`src/rtl/hazard_unit_param.sv`:
```
// hazard_unit_param: load-use stall and forwarding-select controller for an
// RV32I pipeline. The ID instruction is decoded and its sources are compared
// against a DEPTH-entry scoreboard of in-flight destinations (entry 0 = EX).
// Sources that hit a load which is still too young raise a combinational stall.
// Otherwise the matching stage index is registered as that source's
// forwarding select for the EX-stage operand muxes.
module hazard_unit_param #(
  parameter int DEPTH    = 2,
  parameter int LOAD_LAT = 2,
  parameter int REG_AW   = 5,
  parameter int CNT_W    = 16,
  localparam int SEL_W   = $clog2(DEPTH + 1)
) (
  input  logic             clk,
  input  logic             rst,
  input  logic [31:0]      inst,
  input  logic             inst_valid,
  input  logic             flush,
  output logic             stall,
  output logic [SEL_W-1:0] fwd_sel1,
  output logic [SEL_W-1:0] fwd_sel2,
  output logic [CNT_W-1:0] stall_cnt
);

  localparam logic [6:0] OPC_LOAD   = 7'b0000011;
  localparam logic [6:0] OPC_OPIMM  = 7'b0010011;
  localparam logic [6:0] OPC_AUIPC  = 7'b0010111;
  localparam logic [6:0] OPC_STORE  = 7'b0100011;
  localparam logic [6:0] OPC_OP     = 7'b0110011;
  localparam logic [6:0] OPC_LUI    = 7'b0110111;
  localparam logic [6:0] OPC_BRANCH = 7'b1100011;
  localparam logic [6:0] OPC_JALR   = 7'b1100111;
  localparam logic [6:0] OPC_JAL    = 7'b1101111;
  localparam logic [31:0] INST_ECALL = 32'h0000_0073;

  // Counter increment that sticks at all-ones instead of wrapping.
  function automatic logic [CNT_W-1:0] sat_inc(input logic [CNT_W-1:0] v);
    return (&v) ? v : v + CNT_W'(1);
  endfunction

  logic [6:0]        opc;
  logic [REG_AW-1:0] rs1, rs2, rd;
  logic              use1, use2, wr_rd, is_ld;
  logic [SEL_W-1:0]  sel1_c, sel2_c;
  logic              ld1_c, ld2_c, haz1, haz2, adv;

  // Scoreboard: valid/load flags are control (reset), rd is data (no reset).
  logic [DEPTH-1:0]  sb_vld;
  logic [DEPTH-1:0]  sb_ld;
  logic [REG_AW-1:0] sb_rd [DEPTH];

  // Decode the ID instruction: which sources are read, whether rd is written.
  always_comb begin
    opc   = inst[6:0];
    rs1   = REG_AW'(inst[19:15]);
    rs2   = REG_AW'(inst[24:20]);
    rd    = REG_AW'(inst[11:7]);
    use1  = inst_valid && (rs1 != '0) &&
            !(opc == OPC_LUI || opc == OPC_AUIPC || opc == OPC_JAL || inst == INST_ECALL);
    use2  = inst_valid && (rs2 != '0) &&
            (opc == OPC_OP || opc == OPC_STORE || opc == OPC_BRANCH);
    wr_rd = inst_valid && (rd != '0) &&
            (opc == OPC_LOAD || opc == OPC_OPIMM || opc == OPC_OP || opc == OPC_LUI ||
             opc == OPC_AUIPC || opc == OPC_JAL || opc == OPC_JALR);
    is_ld = (opc == OPC_LOAD);
  end

  // Youngest-match search: scan oldest to youngest so the lowest index wins.
  always_comb begin
    sel1_c = '0;
    sel2_c = '0;
    ld1_c  = 1'b0;
    ld2_c  = 1'b0;
    for (int k = DEPTH - 1; k >= 0; k--) begin
      if (sb_vld[k] && sb_rd[k] == rs1) begin
        sel1_c = SEL_W'(k + 1);
        ld1_c  = sb_ld[k];
      end
      if (sb_vld[k] && sb_rd[k] == rs2) begin
        sel2_c = SEL_W'(k + 1);
        ld2_c  = sb_ld[k];
      end
    end
    if (!use1) begin
      sel1_c = '0;
      ld1_c  = 1'b0;
    end
    if (!use2) begin
      sel2_c = '0;
      ld2_c  = 1'b0;
    end
  end

  // Stall when a used source's producer is a load not yet at a forwardable stage;
  // flush overrides, and reset forces the stall low.
  always_comb begin
    haz1  = ld1_c && (int'(sel1_c) < LOAD_LAT);
    haz2  = ld2_c && (int'(sel2_c) < LOAD_LAT);
    stall = rst && inst_valid && !flush && (haz1 || haz2);
    adv   = inst_valid && !stall && !flush;
  end

  // ---- ID -> EX boundary: scoreboard shift and forwarding selects ----

  // Scoreboard control bits: shift toward older stages, insert ID dest or a bubble.
  always_ff @(posedge clk or negedge rst) begin
    if (!rst) begin
      sb_vld <= '0;
      sb_ld  <= '0;
    end else begin
      for (int k = DEPTH - 1; k >= 1; k--) begin
        sb_vld[k] <= sb_vld[k-1];
        sb_ld[k]  <= sb_ld[k-1];
      end
      sb_vld[0] <= adv && wr_rd;
      sb_ld[0]  <= adv && wr_rd && is_ld;
    end
  end

  // Scoreboard destination registers follow the same shift; validity is tracked above.
  always_ff @(posedge clk) begin
    for (int k = DEPTH - 1; k >= 1; k--) begin
      sb_rd[k] <= sb_rd[k-1];
    end
    sb_rd[0] <= rd;
  end

  // Forwarding selects for the instruction entering EX; bubbles get regfile (0).
  always_ff @(posedge clk or negedge rst) begin
    if (!rst) begin
      fwd_sel1 <= '0;
      fwd_sel2 <= '0;
    end else begin
      fwd_sel1 <= adv ? sel1_c : '0;
      fwd_sel2 <= adv ? sel2_c : '0;
    end
  end

  // Stall-cycle counter, saturating.
  always_ff @(posedge clk or negedge rst) begin
    if (!rst) begin
      stall_cnt <= '0;
    end else if (stall) begin
      stall_cnt <= sat_inc(stall_cnt);
    end
  end

endmodule

```
`config.mk`:
```
export PLATFORM = sky130hd
export DESIGN_NAME = hazard_unit_param
export DESIGN_NICKNAME = d
export VERILOG_FILES = /design/src/rtl/hazard_unit_param.sv
export SDC_FILE = /design/constraint.sdc
export NUM_CORES = 1
export LEC_CHECK = 0
export BUFFER_PORTS_ARGS = -buffer_cell sky130_fd_sc_hd__buf_2
export CORE_AREA = 2 2 61 86
export CTS_CLUSTER_SIZE = 12
export DETAILED_ROUTE_END_ITERATION = 8
export DIE_AREA = 0 0 63 88
export PLACE_DENSITY = 0.66
export RECOVER_POWER = 100
export SLEW_MARGIN = 20
export SYNTH_ARGS = -nofsm -noshare
export SYNTH_HDL_FRONTEND = slang
export SYNTH_SLANG_ARGS = --single-unit
```
`constraint.sdc`:
```
create_clock -name clk -period 2.49 [get_ports clk]
set_input_delay 0.3735 -clock clk [delete_from_list [all_inputs] [get_ports clk]]
set_output_delay 0.3735 -clock clk [all_outputs]
set_load 0.02 [all_outputs]
```
==> results of run 1 <==
==> sequential cells by signal, summed over array words and instances (netlist names) <==
| register | flops |
|---|---|
| sb_ld | 1 |
| sb_rd | 10 |
| fwd_sel2 | 2 |
| stall_cnt | 16 |
| sb_vld | 2 |
| fwd_sel1 | 2 |
==> power breakdown <==
part | total (mW) | leakage, nW | internal, mW | switching [mW]
sequential | 0.552 | 0.401 | 0.543 | 0.00921
clock | 0.389 | 0.0450 | 0.194 | 0.196
combinational | 0.0854 | 0.484 | 0.0397 | 0.0457
total | 1.03 | 0.929 | 0.776 | 0.251
==> cell type report <==
type | count | area, um^2 | share of cell area, %
Clock buffer | 6 | 72.6 | 3.56
Tap cell | 64 | 80.1 | 3.93
Multi-Input combinational cell | 121 | 843 | 41.4
Clock inverter | 2 | 10.0 | 0.491
Inverter | 1 | 3.75 | 0.184
Timing Repair Buffer | 53 | 251 | 12.3
Sequential cell | 33 | 776 | 38.1
==> Yosys cell counts, drive strengths merged (2+ instances only) <==
cell	instances
nand2	8
nand3	14
dfxtp	10
nand4	3
buf	2
and3	10
dfrtp	23
nor3	7
and2	2
or4	3
a21oi	5
o21ai	3
nor4	4
nor2	11
nand4b	2
xor2	22
xnor2	12
==> cells by family after synthesis <==
kind of cell               after synthesis
AOI/OAI and AO/OA                       13
xor gates and xnor gates                34
adders and majority gates                1
buffers and inverters                    4
DFF                                     33
muxes                                    1
and+or+nand+nor                         72
==> metrics by stage <==
stage                     power (mW)  cells  hold WS, ns  util (%)  cell area [um^2]
final                           1.03    280        0.196      42.7              2040
after CTS                       1.03    280        0.189      43.1              2050
after detailed placement       0.644    271        0.227      41.0              1960
after global routing            1.07    280        0.189      42.7              2040
after global placement         0.641    271        0.221      41.0              1960
after floorplan                0.596    158       0.0779         -              1610
==> worst max-delay path by stage <==
stage,from,to,slack [ns],cells after the start
after floorplan,stall_cnt[6],stall_cnt[9],0.35,8
after global placement,inst[21],sb_ld[0],0.1,8
after detailed placement,inst[17],stall_cnt[13],0.03,9
after CTS,sb_rd[0][3],stall,0.004,6
after global routing,sb_rd[0][1],stall,0.03,6
final,inst[3],stall,0.14,7
==> per-layer routing <==
metal	vias to the layer above	routed length [um]	track usage (%)
li1	671	-	-
met1	639	1510	15.0
met2	42	1950	26.8
met3	5	232	4.37
met4	0	47	4.85
met5	-	0	0
==> timing repair <==
action                     in CTS  in global routing
setup endpoints to repair       1                  2
hold buffers                    1                  0
hold endpoints to repair        6                  0
pin swaps                       0                  1
resized for setup               1                  5
==> cell usage in the layout (no fill, tap or decap), drive strengths merged, types with 2 or more instances in the layout <==
| master | Yosys | layout |
|---|---|---|
| clkbuf | 1 | 31 |
| or4 | 3 | 3 |
| nand2 | 8 | 8 |
| dfrtp | 23 | 23 |
| xor2 | 22 | 22 |
| nand4b | 2 | 2 |
| buf | 2 | 27 |
| and3 | 10 | 10 |
| and2 | 2 | 2 |
| dfxtp | 10 | 10 |
| nand3 | 14 | 14 |
| clkinv | 0 | 2 |
| o21ai | 3 | 3 |
| nor4 | 4 | 4 |
| a21oi | 5 | 5 |
| nand4 | 3 | 3 |
| nor2 | 11 | 11 |
| xnor2 | 12 | 12 |
| nor3 | 7 | 7 |
==> impl_results.md, run 1 <==
* Post-CTS Setup Inserts at 0
* Async SR Flop Fraction at between 60% and 70%
* Pre-antenna DRT Iters at 4
* Area contributors post-synth: dfrtp_1 (36%), dfxtp_1 (12%), xor2_1 (12%)
* Critical path's largest stage delay at between 0.4 and 0.5 ns
* Post-placement setup slack at 0.0310 ns
* Post-Synth Adder-Cell Area at less than 1%
* Layout fillers at 507
* Crit end category: primary output
* Clk_skew at 0.00723 ns
* Leakage at 0.929 nW
* CP arrival at between 1.5 and 2 ns
* Mapped Cells at roughly 160
* Synth unique cells at 37
* Die ar. at 5540 um^2
* Final TNS setup at 0 ns
* Clock insertion delay at the later pin of the skew report at 0.28 ns
* Die height at 88 um
* Yosys warning count at 0
* Synth Area per Inst at 10.2 um^2
* Worst Path Required at 2.12 ns
* First-pass GRT wire length at 6080 um
* End of the worst hold path: sb_rd[0][4]
* Drt total wl at 3740 um
* Vias in the first global route at 1369
* Clock slew at reported path FFs at 0.07 ns
* Die width at 63 um
* CTS tree: built
* Initial DRC count at 54
* Simple-Gate Fraction of Synth Area at between 20% and 30%
* Status: complete, no violations
* Fin nets at 252
* GPL Wtd Cong at 0.771
* Hold wc startpoint: inst[11]
* Initial antenna violation count at 0
* Drt via density at 4.85
* Worst R2R Start: stall_cnt[8]
* Post-synth net total at between 150 and 200
* Worst-path fanout max at 4
* Max rail drop VDD at 379 uV
* Grt ovf at 0
* Cell Rows at 30
* Hold Path Cell Cnt at 1
* Total CTS buffers at 5
* Root Driver: clkbuf_8
* Yosys reg bits at 33
* Crit path kind: primary input to primary output
* HPWL after detailed placement at 2910 um
* Leading area contributor after synthesis: dfrtp_1
* Slew @ Worst Pin at ~0.90 ns
* P&R area growth vs syn at 26.2%
* Sequential area share after synthesis at 48.1%
* Setup WS post-layout at 0.140 ns
* Final period utilization at 94.4%
* Antenna Nets Post-Route at 0
* Number of inserted diodes at 0
* Initial core utilization at 33.9%
* Largest net degree at the start of global routing at 18
* Slew Limit Fails at 0
* Clock sink total at 33
* Max clock buf depth at 2
* Main combinational cell family by area after synthesis: simple AND/OR/NAND/NOR gates
* DR WL/cell at 13.4 um
* Critical-path top delay cell: or3b_2
* Mux cell area share after synthesis at 0.698%
* Hold/Removal Path Class: primary input to flip-flop
* Max-Cap Viols at 0
* Tot GR Track Use at 14.2%
* Reg2Reg Setup Slack at approximately 0.29 ns
* Cells along the critical path: buf_2, or3b_2, a21oi_1, nor4b_4, or2_1, and3_2, clkbuf_2
* Post-Synth XOR/XNOR Area at 18.4%
* RSZ-0062 raised after global routing: false
* Power per cell area at 504 nW/um^2
* Final setup violation count at 0
* Post-synth EDFFs at 0
* I/O Buffers at 46
* Via count at 1357
* Worst Reg-to-Reg Cells at 7
* CORE AREA at 4770 um^2
* Setup crit start kind: primary input
* Top_reg_cell synth: dfrtp_1
* Synth Area in Compound Gates at 5.27%
* Final Hold Viols at 0
* Tmin final at 2.35 ns
* R2r endpoint: stall_cnt[13]
* IO Pins at between 50 and 60
* Slew HR at 39.7%
* H-tree depth at 2
* Layout cells sized above 1 at 21.3%
* Max Fclk at between 0.4 and 0.5 GHz
* Critical path's top delay family: simple AND/OR/NAND/NOR gates
* Synth Cell Area at around 1600 um^2
* Synth top area share at between 30% and 40%
* DRC Markers at 0
* Buf/Inv on CP at 2
(Power assumes the default switching activity.)
==> run 2, diff against run 1 <==
- CORE_AREA: 2 2 61 86 -> 2 2 71 73
- DIE_AREA: 0 0 63 88 -> 0 0 73 75
- PLACE_DENSITY: 0.66 -> 0.67
==> impl_results.md, run 2 (synthesis gave the netlist of run 1 again) <==
* Status: complete, no violations
* Final period utilization at 96.5%
* Die height at 75 um
* H-tree depth at 2
* Slew Limit Fails at 0
* I/O Buffers at 46
* Die ar. at ~5500 um^2
* Multi-input logic area at 828 um^2
* Largest net degree at the start of global routing at 15
* Grt ovf at 0
* Most frequent cells in the layout: clkbuf_1 (27), buf_2 (24), dfrtp_1 (23)
* Die width at 73 um
* Pre-antenna DRT Iters at 4
* Clk_skew at 0.00703 ns
* P&R area growth vs syn at 24.3%
* Layout fillers at 467
* Antenna Nets Post-Route at 0
* Layout cells sized above 1 at 19.9%
* Worst Path Required at around 2.1 ns
* Tmin final at 2.40 ns
* Cells along the critical path: buf_2, or4_1, o21ai_0, nor4b_2, or2_1, and3_2, clkbuf_2
* Clock insertion delay at the later pin of the skew report at 0.28 ns
* Final setup violation count at 0
* Via count at ~1400
* Critical-path top delay cell: or4_1
* Max clock buf depth at 2
* Biggest regs: stall_cnt (16), sb_rd (10)
* Clock sink total at 33
* Slew @ Worst Pin at roughly 0.73 ns
* Hold/Removal Path Class: primary input to flip-flop
* Initial core utilization at between 30% and 40%
* Final Hold Viols at 0
* Total CTS buffers at 5
* DRC Markers at 0
* Slew HR at roughly 50%
* CTS tree: built
* Drt via density at 5.06
* Final TNS setup at 0 ns
* Worst-path fanout max at 3
* Crit path kind: primary input to primary output
* GPL Wtd Cong at 0.756
* Number of inserted diodes at 0
* Max Fclk at 0.416 GHz
* Tot GR Track Use at between 10% and 20%
* CP arrival at 2.03 ns
* Most common cell after layout, fill and taps aside: clkbuf_1
* Buf/Inv on CP at 2
* Clock slew at reported path FFs at approximately 0.060 ns
* Drt total wl at 3680 um
* Max-Cap Viols at 0
* Max rail drop VDD at 194 uV
* Critical path's largest stage delay at ~0.53 ns
* Cell area after layout at 2010 um^2
* IO Pins at 57
* Initial antenna violation count at 0
* Cell Rows at 25
* HPWL after detailed placement at 2910 um
* First-pass GRT wire length at 6000 um
* Initial DRC count at 90
* Dpl cell area at slightly below 2000 um^2
* Cell Count, Final, Fillers Out at 270
* Inst Count DP at 262
* Crit end category: primary output
* Root Driver: clkbuf_8
* Register area at 776 um^2
* Largest register FFs at 16
* Setup crit start kind: primary input
* Hold buffers post-CTS at 0
* Vias in the first global route at between 1000 and 1500
* Leakage at 0.924 nW
* Largest Register: stall_cnt
* RSZ-0062 raised after global routing: false
* Critical path's top delay family: simple AND/OR/NAND/NOR gates
* Power per cell area at ~520 nW/um^2
* DR WL/cell at 13.6 um
* CORE AREA at 4660 um^2
* Worst hold slack at 0.207 ns
* Fin nets at 252
-- run 2: cell count changes in the layout (fill, tap and decap cells not counted), sizes merged --
cell / change
clkbuf: +3
clkinv: -2
dlygate4sd3: -1
-- run 2: per-layer routing --
| metal | global-route usage (%) | wire length [um] | vias up |
|---|---|---|---|
| li1 | - | - | 673 |
| met1 | 18.6 | 1640 | 654 |
| met2 | 23.2 | 1820 | 33 |
| met3 | 3.75 | 175 | 6 |
| met4 | 4.94 | 49 | 0 |
| met5 | 0 | 0 | - |
-- run 2: stage by stage --
step	power, mW	util [%]	setup WS (ns)
after floorplan	0.596	-	0.349
after global placement	0.643	41.9	0.0723
after detailed placement	0.646	41.9	0.0633
after CTS	1.06	43.9	0.0334
after global routing	1.09	43.1	0.00291
final	1.05	43.1	0.0869
-- run 2: where the power goes --
part / internal (mW) / switching, mW / total (mW) / leakage (nW)
clock: 0.225 / 0.187 / 0.413 / 0.0455
combinational: 0.0380 / 0.0443 / 0.0824 / 0.477
sequential: 0.543 / 0.00924 / 0.552 / 0.401
-- run 2: layout make-up --
| type | count | share of cell area (%) |
|---|---|---|
| repair buffers | 53 | 12.0 |
| flip-flops and latches | 33 | 38.7 |
| multi-input cells | 121 | 41.3 |
| inverters | 1 | 0.187 |
| clock buffers | 8 | 4.49 |
| well taps | 54 | 3.37 |
-- run 2: worst paths after layout --
path,slack (ns),cells after the start,end,from
setup reg to reg,0.27,7,stall_cnt[13],stall_cnt[0]
hold reg to reg,0.40,0,sb_rd[0][9],sb_rd[0][4]
hold / removal,0.21,1,sb_rd[0][2],inst[9]
max in group asynchronous,1.70,2,fwd_sel1[1],rst
min in group asynchronous,0.23,2,stall_cnt[4],rst
setup / recovery,0.09,7,stall,inst[15]
-- run 2: what timing repair did --
| action | in CTS | in global routing |
|---|---|---|
| setup buffers | 0 | 0 |
| gates resized for setup | 1 | 3 |
| endpoints found under the setup margin | 1 | 1 |
| gates cloned | 0 | 0 |
